File: config.mk
export PLATFORM = sky130hd
export DESIGN_NAME = alu_exec_ctrl
export DESIGN_NICKNAME = d
export VERILOG_FILES = /design/src/rtl/alu_pkg.sv /design/src/rtl/alu_regfile.sv /design/src/rtl/alu_exec_ctrl.sv
export SDC_FILE = /design/constraint.sdc
export NUM_CORES = 1
export LEC_CHECK = 0
export CAP_MARGIN = 20
export CORE_ASPECT_RATIO = 1.25
export CORE_MARGIN = 2
export CORE_UTILIZATION = 50
export CTS_CLUSTER_DIAMETER = 80
export DETAILED_ROUTE_END_ITERATION = 8
export PLACE_DENSITY_LB_ADDON = 0.08
export SLEW_MARGIN = 30
export SYNTH_ARGS = -nofsm -noshare
export SYNTH_HDL_FRONTEND = slang
export SYNTH_SLANG_ARGS = --single-unit
File: constraint.sdc
create_clock -name clk -period 5.65 [get_ports clk]
set_input_delay 0.8475 -clock clk [delete_from_list [all_inputs] [get_ports clk]]
set_output_delay 0.8475 -clock clk [all_outputs]
set_load 0.005 [all_outputs]
File: src/rtl/alu_pkg.sv
// Shared types and constants for the execute-stage controller and its ALU.
package alu_pkg;

  localparam int ALU_W = 8;

  typedef enum logic [1:0] {
    ADD = 2'b00,
    SUB = 2'b01,
    AND = 2'b10,
    NOT = 2'b11
  } alu_op_t;

  typedef enum logic [1:0] {
    IDLE = 2'b00,
    EXEC = 2'b01,
    WB   = 2'b10
  } exec_state_t;

endpackage

File: src/rtl/alu_regfile.sv
// Register file: two async read ports, one write port shared by load and writeback.
// Optional debug read port when ALU_EXEC_DBG_EN is defined.
module alu_regfile
  import alu_pkg::*;
#(
  parameter int  NREGS = 4,
  parameter int  W     = ALU_W,
  localparam int AW    = $clog2(NREGS)
) (
  input  logic          clk,
  input  logic          rst_n,
`ifdef ALU_EXEC_DBG_EN
  input  logic [AW-1:0] dbg_addr,
  output logic [W-1:0]  dbg_data,
`endif
  input  logic          ld_we,
  input  logic [AW-1:0] ld_addr,
  input  logic [W-1:0]  ld_data,
  input  logic          wb_we,
  input  logic [AW-1:0] wb_addr,
  input  logic [W-1:0]  wb_data,
  input  logic [AW-1:0] rd_addr_a,
  output logic [W-1:0]  rd_data_a,
  input  logic [AW-1:0] rd_addr_b,
  output logic [W-1:0]  rd_data_b
);

  logic [W-1:0]  mem_q [NREGS];
  logic          we;
  logic [AW-1:0] waddr;
  logic [W-1:0]  wdata;

  // Loads are only accepted in IDLE and writeback only happens in WB, so they never collide.
  always_comb begin
    we    = ld_we | wb_we;
    waddr = wb_we ? wb_addr : ld_addr;
    wdata = wb_we ? wb_data : ld_data;
  end

  always_ff @(posedge clk or negedge rst_n) begin
    if (!rst_n) begin
      for (int i = 0; i < NREGS; i++) mem_q[i] <= '0;
    end else if (we) begin
      mem_q[waddr] <= wdata;
    end
  end

  assign rd_data_a = mem_q[rd_addr_a];
  assign rd_data_b = mem_q[rd_addr_b];

`ifdef ALU_EXEC_DBG_EN
  assign dbg_data = mem_q[dbg_addr];
`endif

endmodule

File: src/rtl/alu_exec_ctrl.sv
// Execute-stage controller: IDLE -> EXEC -> WB sequencing around a combinational ALU.
// Define ALU_EXEC_DBG_EN to expose a combinational register-file debug read port.
module alu_exec_ctrl
  import alu_pkg::*;
#(
  parameter int  NREGS = 4,
  parameter int  W     = ALU_W,
  localparam int AW    = $clog2(NREGS)
) (
  input  logic          clk,
  input  logic          rst_n,
  input  logic          req_valid,
  output logic          req_ready,
  input  logic [1:0]    req_op,
  input  logic [AW-1:0] req_rd,
  input  logic [AW-1:0] req_rs,
  input  logic [AW-1:0] req_rt,
  input  logic          ld_valid,
  output logic          ld_ready,
  input  logic [AW-1:0] ld_addr,
  input  logic [W-1:0]  ld_data,
  output logic [W-1:0]  alu_a,
  output logic [W-1:0]  alu_b,
  output logic [1:0]    alu_op,
  input  logic [W-1:0]  alu_result,
  input  logic          alu_zero,
  input  logic          alu_neg,
  output logic          done,
  output logic [W-1:0]  wb_data,
  output logic          flag_zero,
  output logic          flag_neg,
`ifdef ALU_EXEC_DBG_EN
  input  logic [AW-1:0] dbg_addr,
  output logic [W-1:0]  dbg_data,
`endif
  output logic          busy
);

  exec_state_t   state_q;
  alu_op_t       op_q;
  logic [AW-1:0] rd_q;
  logic [W-1:0]  a_q, b_q, res_q;
  logic          zero_q, neg_q;
  logic          flag_zero_q, flag_neg_q;
  logic [W-1:0]  rdata_a, rdata_b;
  logic          ld_fire, req_fire, wb_we;

  assign ld_ready  = (state_q == IDLE);
  assign req_ready = (state_q == IDLE) && !ld_valid;
  assign ld_fire   = ld_valid && ld_ready;
  assign req_fire  = req_valid && req_ready;
  assign wb_we     = (state_q == WB);

  alu_regfile #(.NREGS(NREGS), .W(W)) u_rf (
    .clk       (clk),
    .rst_n     (rst_n),
`ifdef ALU_EXEC_DBG_EN
    .dbg_addr  (dbg_addr),
    .dbg_data  (dbg_data),
`endif
    .ld_we     (ld_fire),
    .ld_addr   (ld_addr),
    .ld_data   (ld_data),
    .wb_we     (wb_we),
    .wb_addr   (rd_q),
    .wb_data   (res_q),
    .rd_addr_a (req_rs),
    .rd_data_a (rdata_a),
    .rd_addr_b (req_rt),
    .rd_data_b (rdata_b)
  );

  always_ff @(posedge clk or negedge rst_n) begin
    if (!rst_n) begin
      state_q     <= IDLE;
      op_q        <= ADD;
      rd_q        <= '0;
      a_q         <= '0;
      b_q         <= '0;
      res_q       <= '0;
      zero_q      <= 1'b0;
      neg_q       <= 1'b0;
      flag_zero_q <= 1'b0;
      flag_neg_q  <= 1'b0;
    end else begin
      case (state_q)
        IDLE: begin
          if (req_fire) begin
            op_q    <= alu_op_t'(req_op);
            rd_q    <= req_rd;
            a_q     <= rdata_a;
            b_q     <= rdata_b;
            state_q <= EXEC;
          end
        end
        EXEC: begin
          res_q   <= alu_result;
          zero_q  <= alu_zero;
          neg_q   <= alu_neg;
          state_q <= WB;
        end
        WB: begin
          flag_zero_q <= zero_q;
          flag_neg_q  <= neg_q;
          state_q     <= IDLE;
        end
        default: state_q <= IDLE;
      endcase
    end
  end

  // Operands stay registered outside EXEC, so the ALU inputs only move on accept.
  assign alu_a     = a_q;
  assign alu_b     = b_q;
  assign alu_op    = op_q;
  assign done      = wb_we;
  assign wb_data   = res_q;
  assign flag_zero = flag_zero_q;
  assign flag_neg  = flag_neg_q;
  assign busy      = (state_q != IDLE);

endmodule

# [After elaboration in Yosys (flattened, before gate mapping)]
# Cells that the tools add are included.
# W data, S select, Z words.
[op_classes] reduce_logical=8 n_eq_ne=3 n_mux=13 n_bitwise=4 n_lt_le_gt_ge=4
[op_table] cell="$mux W8" count=6
[op_table] cell="$bmux W8 S2" count=2
[op_table] cell="$bwmux W32" count=1
[op_table] cell="$demux W8 S2" count=1
[op_table] cell="$ge A3 B3 Y1 const B" count=3
[op_table] cell="$not A2 Y3" count=3
[op_table] cell="$logic_and A1 B1 Y1" count=4
[op_table] cell="$mux W2" count=2
[op_table] cell="$pmux W2 S2" count=1
[op_table] cell="$lt A3 B1 Y1 const B" count=1
[op_table] cell="$eq A2 B1 Y1 const B" count=1
[op_table] cell="$eq A2 B2 Y1 const B" count=1
[op_table] cell="$logic_not A2 Y1" count=1
[op_table] cell="$ne A2 B1 Y1 const B" count=1
[op_table] cell="$reduce_and A2 Y1" count=1
[op_table] cell="$reduce_bool A2 Y1" count=1
[op_table] cell="$logic_not A1 Y1" count=1
[op_table] cell="$or A1 B1 Y1" count=1
[word_totals] out_inout_bits=32 regBits=66 word_cells=46

# [Logic depth before layout (Yosys ltp)]
# Gate-level depths: netlist of run 1.
[depth] word_depth=8 mapped_depth=5

# [Cells and area by module]
# A second synthesis of run 1 with hierarchy kept.
[unflattened] hier_cells=184 hier_area_um2=3093.0
[by_module_without_submodules] module="alu_regfile" seq_area_each_um2=800.8 n_inst=1 area_per_inst_um2=1790.5 cells_each=106
[by_module_without_submodules] module="alu_exec_ctrl" seq_area_each_um2=850.8 n_inst=1 area_per_inst_um2=1302.5 cells_each=78

# [Worst setup path before layout of run 1]
# OpenSTA, ideal clock, no wires.
[synth_timing] path_kind="input-to-reg" start="input req_rs[0]" end="register a_q[0] (netlist: alu_a[0])" setup_slack_ns=3.454 arrival_ns=2.071 path_stages=3 setup_ns=0.125 path_buffers=1 t_required_ns=5.525 cell_sequence="buf_1 mux4_2 mux2_2"
[synth_between] elab_chain_cells=4
[synth_rtl] element="from (decl)" line_no="alu_exec_ctrl.sv:16" source="input logic [AW-1:0] req_rs,"
[synth_rtl] element="$not A2 Y3 (not written as such)" line_no="alu_regfile.sv:48" source="assign rd_data_a = mem_q[rd_addr_a];"
[synth_rtl] element="$bmux W8 S2" line_no="alu_regfile.sv:48"
[synth_rtl] element="$mux W8 (not written as such) (2 in series)" line_no="alu_regfile.sv:48"
[synth_rtl] element="to (signal assigned)" line_no="alu_exec_ctrl.sv:91" source="a_q <= rdata_a;"
[synth_rtl] element="to (decl)" line_no="alu_exec_ctrl.sv:42" source="logic [W-1:0] a_q, b_q, res_q;"
# Every way passes these cells. The select of a mux whose other input is x is not followed.
# A chain may end at the register's enable or synchronous reset.

# [Worst setup path in the final report of run 1]
[layout_timing] start="input ld_valid" end="output req_ready"
[layout_between] elab_chain_cells=2
[layout_rtl] element="from (decl)" line_no="alu_exec_ctrl.sv:18" source="input logic ld_valid,"
[layout_rtl] element="$logic_not A1 Y1" line_no="alu_exec_ctrl.sv:49" source="assign req_ready = (state_q == IDLE) && !ld_valid;"
[layout_rtl] element="$logic_and A1 B1 Y1" line_no="alu_exec_ctrl.sv:49"
[layout_rtl] element="to (decl)" line_no="alu_exec_ctrl.sv:13" source="output logic req_ready,"
# Every way passes these cells.

==> results.json, run 1 <==
{
  "setup-tns-final_ns": 0,
  "numPortBuffers": 63,
  "rsz0062_at_grt": "false",
  "max_cap_viol_count": 0,
  "worst_slack_ns": 2.786,
  "clkLatencyLatePin_ns": 0.34,
  "arr_time_crit_path_ns": 2.02,
  "routed_vias": 1805,
  "max_stage_delay_cell_worst_path": "sky130_fd_sc_hd__clkdlybuf4s50_1",
  "global_route_usage_sum_pct": 20.05,
  "detailedRoute.firstIterationViolations": 81,
  "grt_start_max_net_pins": 67,
  "setup.worst_path.end_class": "output pin",
  "floorplan.die.width_um": 73.58,
  "worstMarginPinSlew_ns": 0.8420,
  "fmaxAchievable_ghz": 0.3492,
  "postCtsResizedCells": 0,
  "synthesized_instance_count": 180,
  "dpl.hpwl_um": 4307,
  "fin_skew_ns": 0.005694,
  "drv_slew": 0,
  "timing.critical_path.from_type": "primary input",
  "max_slew_margin_pct": 43.76,
  "layout-area-overhead-vs-synth_pct": 29.82,
  "detail-route-antenna-nets": 0,
  "drive_gt1_share_pct": 44.84,
  "grt_pass1_wl_um": 9791,
  "gp_routability_congestion": 0.7385,
  "total_die_area_sq_um": 6693,
  "cts_hold_repair.buffers": 0,
  "hold_path_class": "register to register",
  "startpoint": "ld_valid",
  "synthesis.area_per_instance_sq_um": 16.81,
  "cts_tree": "built",
  "pre_cts_slack_ns": 2.744,
  "drc": 0,
  "cpPeakStageDelay_ns": 0.54,
  "number_of_nets_produced_by_synthesis": 212,
  "design.final.nets": 279,
  "worst-path-max-fanout": 3,
  "hold_path.startpoint": "alu_b[4]$_DFFE_PN0P_",
  "cts_inserted_buffers": 9,
  "final_cells": 318,
  "detailedRoute.firstPassIterationCount": 4,
  "clk_transition_reported_paths_ns": 0.07,
  "grt_pass1_vias": 1950,
  "tritoncts_num_sinks": 66,
  "ios": 64,
  "synth_sequential_area_ratio_pct": 54.59,
  "syn_area_sq_um": 3025,
  "core-area_sq_um": 5818,
  "final_util_pct": 67.51,
  "placedInstanceArea_sq_um": 3707,
  "static-leakage-power_nw": 1.569,
  "cpMostUsedCell": "sky130_fd_sc_hd__clkdlybuf4s50_1",
  "run_status": "complete, no violations",
  "hold_ws_ns": 0.5062,
  "antenna_found_initial": 0,
  "timing.setup.critical_path_class": "primary input to output pin",
  "timing.critical_path.required_ns": 4.80,
  "ordered_list_of_cells_on_the_worst_path": "clkdlybuf4s50_1 -> nor3_1 -> clkdlybuf4s50_1",
  "final_cell_area_sq_um": 3928,
  "initial_utilization_pct": 52.00,
  "power_density_nw_per_um2": 439.3,
  "ffs_latches_synth": 66,
  "fill_cell_total_of_the_finished_layout": 391,
  "cts-root-buf": "sky130_fd_sc_hd__clkbuf_8",
  "max-vdd-ir-drop_v": 0.0002275,
  "finalPower_mw": 1.725,
  "drt-vias-per-instance": 5.676,
  "placedCellCount": 302,
  "globalRoute.totalOverflow": 0,
  "fp-row-count": 31,
  "diodes": 0,
  "regToRegStartpoint": "state_q[1]$_DFFE_PN0P_",
  "final_period_minus_worst_setup_slack_ns": 2.864,
  "wl_per_cell_um": 19.67,
  "cts.htree.levels": 3,
  "timing.final.crit_share_pct": 50.69,
  "postRouteWirelength_um": 6255,
  "finalSetupViolCount": 0,
  "number_of_different_library_cells_in_the_post_synthesis_netlist": 20,
  "cts_setup_buffers": 0,
  "die_y_um": 90.97,
  "clk_path_buf_depth": 2,
  "hold_viol_final": 0,
  "synth_warnings": 0
}
cell usage in the layout (no fill, tap or decap), drive strengths merged:
master,instances
clkinv,2
clkbuf,11
clkdlybuf4s50,62
mux2i,1
nor2,1
mux2,73
or3b,1
and2,1
clkinvlp,1
inv,1
a211oi,4
nand3b,1
nor3,1
nor2b,2
bufinv,2
buf,4
dfrtp,66
nand2,1
mux4,16
nand2b,1
final cells by class:
cell class	count	area, sq um	share of cell area (%)
clock buffer	11	141.4	3.600
clock inverter	5	77.57	1.975
inverter	1	3.754	0.09557
multi-input combinational	103	1323	33.67
sequential	66	1652	42.05
tap	66	82.58	2.103
timing repair buffer	66	648.1	16.50
logic make-up (layout without fill, tap and decap cells):
group | Yosys count | in the layout | synth area share (%)
muxes | 90 | 90 | 39.41
buffers and inverters | 11 | 83 | 1.737
and+or+nand+nor | 9 | 9 | 1.861
AOI/OAI and AO/OA | 4 | 4 | 2.399
DFF | 66 | 66 | 54.59
state kept, by name (all words and copies together) (netlist names):
signal      flops
u_rf.mem_q     32
alu_a           8
alu_b           8
wb_data         8
alu_op          2
rd_q            2
state_q         2
flag_neg        1
flag_zero       1
neg_q           1
zero_q          1
worst max-delay path, delay by kind of cell:
| family | cells | cell delay [ns] |
|---|---|---|
| buffers and inverters | 2 | 0.98 |
| AND/OR/NAND/NOR | 1 | 0.19 |
worst paths after layout:
check	slack [ns]	cells past startpoint	endpoint
max in group asynchronous	4.43	2	u_rf.mem_q[9]$_DFFE_PN0P_
min in group asynchronous	0.68	2	rd_q[1]$_DFFE_PN0P_
hold / removal	0.51	1	alu_b[4]$_DFFE_PN0P_
hold reg to reg	0.51	1	alu_b[4]$_DFFE_PN0P_
setup / recovery	2.79	3	req_ready
setup reg to reg	3.57	3	u_rf.mem_q[2]$_DFFE_PN0P_
cell usage after synthesis (all sizes together):
| master | count | area share [%] |
|---|---|---|
| nor2 | 1 | 0.12 |
| mux2i | 1 | 0.33 |
| and2 | 1 | 0.21 |
| nand3b | 1 | 0.25 |
| nand2 | 1 | 0.12 |
| buf | 9 | 1.5 |
| mux4 | 16 | 12 |
| mux2 | 73 | 27 |
| nor3 | 1 | 0.17 |
| nor2b | 2 | 0.41 |
| nand2b | 1 | 0.21 |
| inv | 1 | 0.12 |
| clkbuf | 1 | 0.12 |
| a211oi | 4 | 2.4 |
| dfrtp | 66 | 55 |
| or3b | 1 | 0.37 |
power breakdown:
part / internal [mW] / total, mW / switching, mW
Combinational: 0.378 / 0.529 / 0.151
Clock: 0.259 / 0.432 / 0.173
Sequential: 0.652 / 0.764 / 0.112
per-layer routing:
metal	up-vias	wire length, um	track usage, %	share of wire [%]
met5	-	0	0	0
met4	0	99	9.394	1.6
met3	10	201	3.552	3.2
met2	45	3346	33.18	53
met1	942	2606	25.08	42
li1	808	-	-	-
(Power assumes the default switching activity.)
==> inputs of run 2 (changes only) <==
==> constraint.sdc (replaced) <==
create_clock -name clk -period 2.7 [get_ports clk]
set_input_delay 0.405 -clock clk [delete_from_list [all_inputs] [get_ports clk]]
set_output_delay 0.405 -clock clk [all_outputs]
set_load 0.005 [all_outputs]
==> run 2 against run 1 <==
Net effect:
- via count is 2.6% higher
- sequential share of layout area is 0.66 points lower
- sequential cell count stayed put
- total power is 110% higher
- count of clock-buffer cells in the layout is 1 higher
- routed wire length is 4.3% higher
- die area stayed put
==> results.json, run 2 (synthesis results as in run 1) <==
{
  "drv_slew": 0,
  "cts.htree.levels": 3,
  "ios": 64,
  "switching_share_pct": 25.39,
  "timing.setup.critical_path_class": "register to output pin",
  "gp_routability_congestion": 0.7269,
  "grt_pass1_wl_um": 10360,
  "detailedRoute.firstPassIterationCount": 4,
  "postRouteWirelength_um": 6524,
  "static-leakage-power_nw": 1.608,
  "tritoncts_num_sinks": 66,
  "sequentialPowerShare_pct": 43.9,
  "run_status": "complete, no violations",
  "dpl.hpwl_um": 4631,
  "finalSetupViolCount": 0,
  "worst-path-max-fanout": 8,
  "largest_register_ffs": 32,
  "fp-row-count": 31,
  "cts_hold_repair.buffers": 0,
  "drc": 0,
  "rr_worst_depth": 3,
  "clk_path_buf_depth": 2,
  "grt_start_max_net_pins": 39,
  "clock_power_share_pct": 26.1,
  "cts-root-buf": "sky130_fd_sc_hd__clkbuf_8",
  "finalPower_mw": 3.694,
  "timing.critical_path.required_ns": 2.30,
  "timing.final.crit_share_pct": 81.59,
  "max_stage_delay_cell_worst_path": "sky130_fd_sc_hd__dfrtp_1",
  "fmaxAchievable_ghz": 0.4540,
  "diodes": 0,
  "antenna_found_initial": 0,
  "largest-register": "u_rf.mem_q",
  "cts_tree": "built",
  "design.final.nets": 285,
  "fill_cell_total_of_the_finished_layout": 371,
  "rsz0062_at_grt": "false",
  "timing.critical_path.from_type": "register",
  "final_period_minus_worst_setup_slack_ns": 2.203,
  "total_switching_power_mw": 0.9380,
  "initial_utilization_pct": 52.00,
  "globalRoute.totalOverflow": 0,
  "max-vdd-ir-drop_v": 0.0005522,
  "detail-route-antenna-nets": 0,
  "postCtsResizedCells": 0,
  "multi_input_area_sq_um": 1321,
  "total_internal_power_mw": 2.756,
  "max_cap_viol_count": 0,
  "cts_setup_buffers": 0,
  "hold_viol_final": 0,
  "crit-reg2reg-capture": "u_rf.mem_q[12]$_DFFE_PN0P_",
  "global_route_usage_sum_pct": 21.15,
  "clkLatencyLatePin_ns": 0.34,
  "comb_power_share_pct": 30.1,
  "clk_transition_reported_paths_ns": 0.07,
  "hold_path_class": "primary input to async pin",
  "total_die_area_sq_um": 6693,
  "drive_gt1_share_pct": 46.12,
  "fin_skew_ns": 0.005253,
  "core-area_sq_um": 5818,
  "worstMarginPinSlew_ns": 0.8353,
  "die_y_um": 90.97,
  "power_density_nw_per_um2": 925.8,
  "max_slew_margin_pct": 44.31,
  "ff2ff_setup_slack_ns": 0.68,
  "regToRegStartpoint": "state_q[1]$_DFFE_PN0P_",
  "setup-tns-final_ns": 0,
  "crit_cells": 3,
  "cts_inserted_buffers": 9,
  "register_area_sq_um": 1652,
  "routed_vias": 1852,
  "numPortBuffers": 63,
  "top_delay_family_on_crit_path": "buffers and inverters",
  "most_common_cell_after_layout_fill_and_taps_aside": "sky130_fd_sc_hd__mux2_2",
  "most_used_cells_in_the_layout_excluding_fill_and_tap_cells": "sky130_fd_sc_hd__mux2_2 (72), sky130_fd_sc_hd__dfrtp_1 (66), sky130_fd_sc_hd__clkdlybuf4s50_1 (62)",
  "ordered_list_of_cells_on_the_worst_path": "nor2b_1 -> buf_4 -> clkdlybuf4s50_1",
  "wl_per_cell_um": 20.14,
  "startpoint": "state_q[0]$_DFFE_PN0P_",
  "grt_pass1_vias": 2065,
  "critPathBufInv": 2,
  "detailedRoute.firstIterationViolations": 65,
  "layout-area-overhead-vs-synth_pct": 31.89,
  "drt-vias-per-instance": 5.716,
  "arr_time_crit_path_ns": 1.80,
  "cpPeakStageDelay_ns": 0.52,
  "setup.worst_path.end_class": "output pin",
  "floorplan.die.width_um": 73.58
}
-- run 2: cell count changes in the layout (fill, tap and decap cells not counted), sizes merged --
cell	previous run	this run
buf	4	10
clkbuf	11	12
clkinv	2	1
-- run 2: area by class of cell --
class,count,area share [%]
repair buffers,72,17.37
flip-flops and latches,66,41.39
clock buffers,12,4.139
multi-input cells,103,33.11
inverters,1,0.09407
well taps,66,2.070
clock inverters,4,1.819
-- run 2: through the flow --
stage / area (sq um) / worst slack, ns / util (%) / hold WS [ns] / std cells
after floorplan: 3025 / 0.8932 / - / 0.1094 / 180
after global placement: 3752 / 0.3485 / 64.49 / 0.4838 / 308
after detailed placement: 3752 / 0.3071 / 64.49 / 0.4936 / 308
after CTS: 3990 / 0.4807 / 68.58 / 0.1808 / 324
after global routing: 3990 / 0.4311 / 68.58 / 0.2320 / 324
final: 3990 / 0.4971 / 68.58 / 0.1577 / 324
-- run 2: worst register-to-register path: stages (launching register included) --
cell                       delay (ns)
sky130_fd_sc_hd__dfrtp_1         0.48
sky130_fd_sc_hd__or3b_4          0.47
sky130_fd_sc_hd__a211oi_4        0.55
sky130_fd_sc_hd__mux2_2          0.40
-- run 2: power groups by stage --
stage	clock [mW]	combinational, mW	sequential (mW)
2_1_floorplan	0	0.592	1.57
3_3_place_gp	0	1.08	1.59
3_5_place_dp	0	1.12	1.64
4_1_cts	0.975	1.13	1.62
5_1_grt	1.01	1.19	1.67
6_report	0.963	1.11	1.62
-- run 2: how the worst max path moves through the flow --
| stage | end |
|---|---|
| final | done |
| after global routing | done |
| after CTS | done |
| after detailed placement | u_rf.mem_q[12]$_DFFE_PN0P_ |
| after global placement | u_rf.mem_q[27]$_DFFE_PN0P_ |
| after floorplan | u_rf.mem_q[10]$_DFFE_PN0P_ |
-- run 2: metal layers --
layer	vias up	part of all wire [%]	GRT usage, %
met5	-	0	0
met3	10	4.2	3.663
met4	0	1.5	10.61
li1	823	-	-
met1	965	40	24.73
met2	54	54	36.38
==> inputs of run 3 (changes only) <==
--- a/config.mk
+++ b/config.mk
@@ -8,7 +8,7 @@
 export CAP_MARGIN = 20
 export CORE_ASPECT_RATIO = 1.25
 export CORE_MARGIN = 2
-export CORE_UTILIZATION = 50
+export CORE_UTILIZATION = 46
 export CTS_CLUSTER_DIAMETER = 80
 export DETAILED_ROUTE_END_ITERATION = 8
 export PLACE_DENSITY_LB_ADDON = 0.08
==> constraint.sdc (replaced) <==
create_clock -name clk -period 1.8 [get_ports clk]
set_input_delay 0.27 -clock clk [delete_from_list [all_inputs] [get_ports clk]]
set_output_delay 0.27 -clock clk [all_outputs]
set_load 0.005 [all_outputs]
==> run 3 against run 2 <==
Net effect:
- the run now ends with setup timing left
- routed wire length is 7.1% higher
- count of clock-buffer cells in the layout is 1 higher
- final cell count is 9.9% higher
- utilization is 3.3 points lower
- total power is 44% higher
- die area is 8.3% higher
- design area is 6.1% higher
- via count is 2.7% higher
==> results.json, run 3 (synthesis results as in run 1) <==
{
  "antenna_found_initial": 0,
  "grt_pass1_wl_um": 11270,
  "die_y_um": 94.67,
  "placedInstanceArea_sq_um": 3959,
  "timing.setup.critical_path_class": "register to register",
  "drive_gt1_share_pct": 48.70,
  "design.final.nets": 297,
  "total_switching_power_mw": 1.408,
  "violations": "setup timing",
  "cts_inserted_buffers": 9,
  "core-area_sq_um": 6482,
  "most_used_cells_in_the_layout_excluding_fill_and_tap_cells": "sky130_fd_sc_hd__dfrtp_1 (66), sky130_fd_sc_hd__mux2_2 (60), sky130_fd_sc_hd__clkdlybuf4s50_1 (58)",
  "clk_path_buf_depth": 2,
  "routed_vias": 1902,
  "cts.htree.levels": 3,
  "worstMarginPinSlew_ns": 0.4136,
  "timing.critical_path.from_type": "register",
  "initial_utilization_pct": 46.67,
  "final_period_minus_worst_setup_slack_ns": 1.860,
  "setup.worst_path.end_class": "register",
  "finalPower_mw": 5.327,
  "run_status": "finished, violations left",
  "gp_routability_congestion": 0.7282,
  "regToRegStartpoint": "state_q[1]$_DFFE_PN0P_",
  "finalSetupViolCount": 17,
  "largest-register": "u_rf.mem_q",
  "total_internal_power_mw": 3.919,
  "timing.critical_path.required_ns": 2.01,
  "clkLatencyLatePin_ns": 0.33,
  "floorplan.die.width_um": 76.54,
  "crit_end": "u_rf.mem_q[9]$_DFFE_PN0P_",
  "fmaxAchievable_ghz": 0.5377,
  "hold_path_class": "primary input to async pin",
  "startpoint": "state_q[1]$_DFFE_PN0P_",
  "detailedRoute.firstIterationViolations": 68,
  "final_cell_area_sq_um": 4233,
  "setup-tns-final_ns": -0.6057,
  "cts-root-buf": "sky130_fd_sc_hd__clkbuf_8",
  "detailedRoute.firstPassIterationCount": 4,
  "drt-vias-per-instance": 5.343,
  "most_common_cell_after_layout_fill_and_taps_aside": "sky130_fd_sc_hd__dfrtp_1",
  "fin_skew_ns": 0.01326,
  "sequentialPowerShare_pct": 45.5,
  "largest_register_ffs": 32,
  "grt_pass1_vias": 2110,
  "switching_share_pct": 26.43,
  "comb_power_share_pct": 34.0,
  "diodes": 0,
  "postRouteWirelength_um": 6985,
  "max-vdd-ir-drop_v": 0.0007005,
  "rr_worst_depth": 5,
  "clk_transition_reported_paths_ns": 0.07,
  "ios": 64,
  "clock_power_share_pct": 20.5,
  "grt_start_max_net_pins": 67,
  "rsz0062_at_grt": "true",
  "layout-area-overhead-vs-synth_pct": 39.91,
  "drc": 0,
  "tritoncts_num_sinks": 66,
  "cts_tree": "built",
  "max_slew_margin_pct": 71.64,
  "arr_time_crit_path_ns": 2.07,
  "worst_slack_ns": -0.05971,
  "static-leakage-power_nw": 1.743,
  "hold_viol_final": 0,
  "globalRoute.totalOverflow": 0,
  "power_density_nw_per_um2": 1259,
  "numPortBuffers": 63,
  "total_die_area_sq_um": 7246,
  "wl_per_cell_um": 19.62,
  "worst-path-max-fanout": 8,
  "dpl.hpwl_um": 4835,
  "crit-reg2reg-capture": "u_rf.mem_q[9]$_DFFE_PN0P_",
  "timing.final.crit_share_pct": 103.3,
  "drv_slew": 0,
  "fp-row-count": 33,
  "max_cap_viol_count": 0,
  "ff2ff_setup_slack_ns": -0.06,
  "global_route_usage_sum_pct": 20.76,
  "detail-route-antenna-nets": 0
}
run 3: cell types whose count changed in the layout (fill, tap and decap cells not counted), sizes merged:
| cell | delta |
|---|---|
| dlymetal6s2s | +1 |
| dlygate4sd3 | +1 |
| buf | +11 |
| dlygate4sd2 | +3 |
| bufinv | -2 |
| clkdlybuf4s50 | -4 |
| clkbuf | +1 |
run 3: layer usage:
layer	routed length [um]	share of wire [%]	vias to the layer above	GRT usage, %
met5	0	0	-	0
met4	118	1.7	0	7.727
met2	3829	55	43	38.05
li1	-	-	848	-
met3	178	2.5	10	3.250
met1	2858	41	1001	24.87
run 3: cell type report:
class | count | area [sq um]
Multi-Input combinational cell | 103 | 1385
Clock inverter | 2 | 12.51
Tap cell | 87 | 108.9
Clock buffer | 13 | 158.9
Timing Repair Buffer | 84 | 912.1
Fill cell | 485 | 2250
Inverter | 1 | 3.754
Sequential cell | 66 | 1652
run 3: critical path, stage by stage, from the launching register on:
cell	delay [ns]
sky130_fd_sc_hd__dfrtp_1	0.43
sky130_fd_sc_hd__buf_6	0.14
sky130_fd_sc_hd__or3b_4	0.40
sky130_fd_sc_hd__a211oi_4	0.27
sky130_fd_sc_hd__buf_12	0.17
sky130_fd_sc_hd__mux2_2	0.33
run 3: repair_timing:
action	in CTS	in global routing
hold endpoints to repair	66	0
gates resized for setup	18	7
setup buffers	2	0
cloned	0	0
pin swaps	4	1
endpoints found under the setup margin	14	33
hold buffers	1	0
run 3: through the flow:
| step | std cells | util [%] | worst slack (ns) | hold WS, ns |
|---|---|---|---|---|
| after floorplan | 180 | - | 0.0006333 | -0.02559 |
| after CTS | 356 | 64.93 | -0.04702 | 0.5009 |
| after global routing | 356 | 65.30 | -0.1071 | 0.5161 |
| after global placement | 338 | 61.07 | -0.2574 | 0.3031 |
| after detailed placement | 338 | 61.07 | -0.2882 | 0.3128 |
| final | 356 | 65.30 | -0.05971 | 0.4884 |
run 3: worst min-delay path by stage:
stage / start / endpoint / slack (ns) / cells past startpoint
floorplan: rst_n / alu_a[0]$_DFFE_PN0P_ / -0.03 / 0
global placement: rst_n / state_q[0]$_DFFE_PN0P_ / 0.30 / 2
detailed placement: rst_n / state_q[0]$_DFFE_PN0P_ / 0.31 / 2
CTS: rst_n / state_q[0]$_DFFE_PN0P_ / 0.50 / 3
global route: rst_n / rd_q[0]$_DFFE_PN0P_ / 0.52 / 3
finish: rst_n / rd_q[0]$_DFFE_PN0P_ / 0.49 / 3
run 3: power by group through the flow:
stage / registers (mW) / clock network [mW] / logic (mW)
after global placement: 2.38 / 0 / 1.69
after floorplan: 2.36 / 0 / 0.888
after detailed placement: 2.44 / 0 / 1.75
after CTS: 2.43 / 1.12 / 1.83
after global routing: 2.50 / 1.18 / 1.93
final: 2.42 / 1.09 / 1.81
